--- src/rtl/vpu_lane_seq.sv ---
// vpu_lane_seq: vector-lane sequencer for a scalar FALU.
//   Takes an 8-lane x 16-bit vector op and feeds it to the FALU one lane per
//   cycle. It collects each lane result into vd, gt_mask and eq_mask, then
//   holds the packed result until the consumer takes it.
// Ports:
//   clk, rst                 clock; synchronous active-high reset
//   issue_*                  op request (opsel one-hot, vl, vs1, vs2, fs1)
//   falu_*                   per-lane drive to the FALU and its result inputs
//   res_valid/res_ready      result handshake; vd, gt_mask, eq_mask payload
//   flush                    drops whatever is in flight and blocks issue
// Build option: define VPU_MASK_EN to add the per-lane vmask input.
module vpu_lane_seq (
  input  logic         clk,
  input  logic         rst,
  input  logic         issue_valid,
  output logic         issue_ready,
  input  logic [7:0]   opsel,
  input  logic [3:0]   vl,
  input  logic [127:0] vs1,
  input  logic [127:0] vs2,
  input  logic [31:0]  fs1,
`ifdef VPU_MASK_EN
  input  logic [7:0]   vmask,
`endif
  output logic         falu_enable,
  output logic [15:0]  falu_op1,
  output logic [15:0]  falu_op2,
  output logic [7:0]   falu_sel,
  output logic [31:0]  falu_fullin,
  output logic         falu_vec_en,
  input  logic [15:0]  falu_opout,
  input  logic         falu_gt,
  input  logic         falu_eq,
  output logic         res_valid,
  input  logic         res_ready,
  output logic [127:0] vd,
  output logic [7:0]   gt_mask,
  output logic [7:0]   eq_mask,
  input  logic         flush
);

  localparam int NUM_LANES = 8;
  localparam int VEC_W     = 16;

  typedef enum logic [1:0] {S_IDLE, S_RUN, S_DONE} state_t;

  state_t                              state_q, state_d;
  logic [2:0]                          cnt_q, cnt_d;
  logic [3:0]                          len_q, len_d;
  logic [7:0]                          op_q, op_d;
  logic [NUM_LANES-1:0]                lmask_q, lmask_d;
  logic [31:0]                         fs1_q, fs1_d;
  logic [NUM_LANES-1:0][VEC_W-1:0]     vs1_q, vs1_d, vs2_q, vs2_d, vd_q, vd_d;
  logic [NUM_LANES-1:0]                gt_q, gt_d, eq_q, eq_d;

  logic op_onehot, lane_act, last_lane, accept;

  // Non-one-hot selects and masked-off lanes are never sent to the FALU.
  // Their vd lane keeps the vs1 value that was preloaded at issue.
  assign op_onehot = (op_q != 8'd0) && ((op_q & (op_q - 8'd1)) == 8'd0);
  assign lane_act  = op_onehot && lmask_q[cnt_q];
  assign last_lane = ({1'b0, cnt_q} == (len_q - 4'd1));
  assign accept    = issue_valid && issue_ready;

  // State and datapath registers
  always_ff @(posedge clk) begin
    if (rst) begin
      state_q <= S_IDLE;
      cnt_q   <= '0;
      len_q   <= '0;
      op_q    <= '0;
      lmask_q <= '0;
      fs1_q   <= '0;
      vs1_q   <= '0;
      vs2_q   <= '0;
      vd_q    <= '0;
      gt_q    <= '0;
      eq_q    <= '0;
    end else begin
      state_q <= state_d;
      cnt_q   <= cnt_d;
      len_q   <= len_d;
      op_q    <= op_d;
      lmask_q <= lmask_d;
      fs1_q   <= fs1_d;
      vs1_q   <= vs1_d;
      vs2_q   <= vs2_d;
      vd_q    <= vd_d;
      gt_q    <= gt_d;
      eq_q    <= eq_d;
    end
  end

  // Next state: flush overrides every other transition
  always_comb begin
    state_d = state_q;
    case (state_q)
      S_IDLE:  if (accept)    state_d = S_RUN;
      S_RUN:   if (last_lane) state_d = S_DONE;
      S_DONE:  if (res_ready) state_d = S_IDLE;
      default:                state_d = S_IDLE;
    endcase
    if (flush) state_d = S_IDLE;
  end

  // Datapath next values
  always_comb begin
    cnt_d   = cnt_q;
    len_d   = len_q;
    op_d    = op_q;
    lmask_d = lmask_q;
    fs1_d   = fs1_q;
    vs1_d   = vs1_q;
    vs2_d   = vs2_q;
    vd_d    = vd_q;
    gt_d    = gt_q;
    eq_d    = eq_q;
    if (accept) begin
      op_d  = opsel;
      fs1_d = fs1;
      vs1_d = vs1;
      vs2_d = vs2;
      len_d = (vl == 4'd0 || vl > 4'd8) ? 4'd8 : vl;
`ifdef VPU_MASK_EN
      lmask_d = vmask;
`else
      lmask_d = '1;
`endif
      cnt_d = '0;
      // Preload vs1 so tail, masked and disabled lanes need no extra write.
      vd_d  = vs1;
      gt_d  = '0;
      eq_d  = '0;
    end else if (state_q == S_RUN && !flush) begin
      if (lane_act) begin
        vd_d[cnt_q] = falu_opout;
        gt_d[cnt_q] = falu_gt;
        eq_d[cnt_q] = falu_eq;
      end
      cnt_d = cnt_q + 3'd1;
    end
  end

  // Outputs
  always_comb begin
    issue_ready = (state_q == S_IDLE) && !flush;
    res_valid   = (state_q == S_DONE) && !flush;
    falu_enable = 1'b0;
    falu_sel    = '0;
    falu_op1    = '0;
    falu_op2    = '0;
    falu_fullin = '0;
    falu_vec_en = 1'b0;
    if (state_q == S_RUN) begin
      falu_op1    = vs1_q[cnt_q];
      falu_op2    = vs2_q[cnt_q];
      falu_fullin = fs1_q;
      falu_enable = lane_act;
      falu_sel    = lane_act ? op_q : 8'd0;
    end
    vd      = vd_q;
    gt_mask = gt_q;
    eq_mask = eq_q;
  end

endmodule

--- config.mk ---
export PLATFORM = sky130hd
export DESIGN_NAME = vpu_lane_seq
export DESIGN_NICKNAME = d
export VERILOG_FILES = /design/src/rtl/vpu_lane_seq.sv
export SDC_FILE = /design/constraint.sdc
export NUM_CORES = 1
export LEC_CHECK = 0
export ABC_AREA = 1
export CAP_MARGIN = 30
export CORE_ASPECT_RATIO = 0.6
export CORE_MARGIN = 2
export CORE_UTILIZATION = 53
export CTS_BUF_LIST = sky130_fd_sc_hd__clkbuf_16
export CTS_CLUSTER_SIZE = 25
export DETAILED_ROUTE_END_ITERATION = 7
export PLACE_DENSITY_LB_ADDON = 0.1
export SLEW_MARGIN = 20
export SYNTH_ARGS = -nofsm -noshare
export SYNTH_HDL_FRONTEND = slang
export SYNTH_SLANG_ARGS = --single-unit
--- constraint.sdc ---
create_clock -name clk -period 3.8 [get_ports clk]
set_clock_uncertainty 0.05 [all_clocks]
set_input_delay 0.57 -clock clk [delete_from_list [all_inputs] [get_ports clk]]
set_output_delay 0.57 -clock clk [all_outputs]
set_load 0.02 [all_outputs]
==> results.cfg <==
[sta]
slew-limit-headroom_pct = 42.5
setup_viol_count_final = 0
fin_tns_setup_ns = 0
hold_viol = 0
layout_min_cycle_time_ns = 3.71
fin_crit_sh_pct = 97.8
drv_slew = 0
worstMarginPinSlew_ns = 0.861
fmax_mhz = 269

[routing]
post_drt_wl_per_cell_um = 21.9
drtAntennaViolNets = 0
wl_um = 83000
routed-wl-met3_um = 10900
drc_errors = 0
firstDrtPassIters = 6
top_layer = met5
first_iter_violations = 3498
drt-met1-wl_um = 33900
via_per_inst = 5.77
route.met2.wl_um = 35000
vias = 21926

[global_route]
overflow = 0
grt_pass1_wl_um = 120000
antenna_found_initial = 16
grt_usage_pct = 39.1
grt_pass1_vias = 20033
grt_max_degree = 174

[logic_synthesis]
synthArstFlopShare_pct = 0
synth_area_leaders = dfxtp_1, nor2_1, nand2_1
synth_enable_flop_cells = 0
synth.avg_cell_area_um2 = 7.22
ys_seq_elements = 450
synth.distinct_cells = 43
yosys_warnings = 0
syn_area_mm2 = 0.0204
synth_top_area_share_pct = 44.2
yosysSeqAreaShare_pct = 44.2
syn_nets = 3147
yosys.area.top_type = dfxtp_1
syn_inst = 2822
synthFlopType = dfxtp_1

[critical_path]
critical_path_class = reg2out
cp.required_ns = 3.18
worstPathMaxFanout = 16
worstPathArrival_ns = 3.09
r2r_start = state_q[0]
worstSetupStartpointType = flip-flop
r2r_end = vd[115]
timing.reg2reg.setup_slack_ns = 0.92
critPathLaunch = cnt_q[2]
reg2reg_depth = 10
end_kind = primary output

[worst_hold_path]
min_path_type = reg2reg
min_to = fs1_q[21]
whs_path_depth = 2
hp-start = fs1_q[21]

[floorplan]
dieHeight_um = 156
die_w_um = 257
pin_count = 543
num_rows = 55
initial_utilization_pct = 54.0
coreArea_mm2 = 0.0378
die_area_mm2 = 0.0401

[pwr]
p_leak_nw = 11.3
power_mw = 11.6
pwr_density_cell_mw_per_mm2 = 424
ir_drop_uv = 318

[clock_tree]
post-cts-setup-buffers = 0
cts_root_buffer = clkbuf_16
cts_htree_levels = 2
cts_resized = 0
cts_sinks = 450
cts_made_buffers = 43
cts_tree = yes
clk_latency_ns = 0.56
cts_hold_buffers = 0
path_clk_slew_ns = 0.06
clock_path_buffers = 3

[final_layout]
stdcell_count = 3797
fillers = 2978
drive_gt1_share_pct = 5.99
fin_nets = 3561
area_growth_pct = 33.6
fin_area_mm2 = 0.0272

[place]
gp_congestion = 1.04
dp_cells = 3704
dpl_cell_area_mm2 = 0.0257
io_buffers = 541
dpl.hpwl_um = 59000

[status]
status = finished, final reports clean

[run]
drv_cap = 0
==> cells by family after synthesis <==
| logic type | Yosys count | share of synthesized area, % |
|---|---|---|
| other | 1 | 0.0184 |
| DFF | 450 | 44.2 |
| xor gates and xnor gates | 2 | 0.0859 |
| buffers and inverters | 551 | 11.8 |
| and+or+nand+nor | 1125 | 24.1 |
| adders and majority gates | 2 | 0.123 |
| AOI/OAI and AO/OA | 691 | 19.7 |
==> worst max-delay path by stage <==
stage / to / slack (ns) / depth (start not counted)
2_1_floorplan: falu_sel[0] / 1.45 / 9
3_3_place_gp: falu_op2[15] / 0.69 / 7
3_5_place_dp: falu_op1[12] / 0.60 / 8
4_1_cts: falu_op2[10] / 0.0008 / 8
5_1_grt: falu_op1[10] / -0.006 / 8
6_report: falu_op1[1] / 0.09 / 8
==> cells in the final DEF, fill, tap and decap left out, types with 4 or more instances in the layout <==
cell type        instances
o221ai_1                13
o21ai_0                176
nand3_4                  6
a21oi_1                229
inv_1                  337
nor2_1                 482
dfxtp_1                448
nand2_1                453
bufinv_16                7
diode_2                 14
clkdlybuf4s50_1        536
nand4_1                 19
clkbuf_16               45
o22ai_1                101
buf_4                   33
buf_12                   4
clkinv_2                 7
nand3_1                 84
nand3_2                 64
o31ai_1                128
a31oi_1                 12
o21ai_1                 14
clkinvlp_4               6
clkinv_1                13
a22oi_1                 12
==> stage by stage <==
step | setup WS (ns) | utilization (%) | hold WS, ns
floorplan | 1.45 | - | 0.375
global placement | 0.686 | 68.0 | 0.391
detailed placement | 0.603 | 68.0 | 0.395
CTS | 0.000771 | 71.9 | 0.404
global route | -0.00624 | 72.1 | 0.421
finish | 0.0854 | 72.1 | 0.403
==> registers in the layout (all words and copies together), names as in the netlist <==
signal,cells
len_q,4
vs2_q,128
op_q,8
lmask_q,1
eq_mask,8
vd,128
vs1_q,128
state_q,2
cnt_q,3
gt_mask,8
fs1_q,32
==> synthesized netlist by cell type (2+ instances only) <==
| cell | number |
|---|---|
| a21oi_1 | 229 |
| a22oi_1 | 12 |
| a31oi_1 | 12 |
| a41oi_1 | 3 |
| buf_1 | 13 |
| buf_2 | 69 |
| buf_4 | 32 |
| buf_6 | 14 |
| clkbuf_1 | 80 |
| clkinv_1 | 3 |
| dfxtp_1 | 450 |
| ha_1 | 2 |
| inv_1 | 335 |
| inv_2 | 3 |
| nand2_1 | 453 |
| nand2_4 | 2 |
| nand3_1 | 88 |
| nand3_2 | 60 |
| nand3_4 | 6 |
| nand4_1 | 19 |
| nor2_1 | 483 |
| nor2_2 | 2 |
| nor3_1 | 4 |
| o21ai_0 | 176 |
| o21ai_1 | 14 |
| o221ai_1 | 13 |
| o22ai_1 | 101 |
| o31ai_1 | 128 |
| or2_2 | 2 |
==> layer usage <==
metal | global-route usage, % | vias to the layer above
li1 | - | 10041
met1 | 54.5 | 10253
met2 | 57.6 | 1417
met3 | 10.9 | 211
met4 | 14.9 | 4
met5 | 0 | -
==> report_power, final <==
| group | switching (mW) | internal (mW) | total [mW] |
|---|---|---|---|
| Clock | 1.91 | 2.63 | 4.53 |
| Combinational | 1.04 | 0.781 | 1.82 |
| Sequential | 0.179 | 5.02 | 5.20 |
| Total | 3.13 | 8.42 | 11.6 |
==> final cells by class <==
type,count,area [um2],share of cell area (%)
multi-input cells,1821,9000,33.1
repair buffers,578,5750,21.1
diodes,14,35.0,0.129
well taps,513,642,2.36
clock buffers,45,1130,4.14
flip-flops and latches,450,9010,33.1
inverters,342,1320,4.84
clock inverters,34,339,1.25
==> critical path, stage by stage (launching register included) <==
cell	delay, ns
dfxtp_1	0.57
nor2_1	0.13
nand2_1	0.17
clkinvlp_4	0.34
nand2_1	0.16
nand4_1	0.21
nor2_1	0.25
a21oi_1	0.12
clkdlybuf4s50_1	0.59
Power figures use the tool's default switching activity.
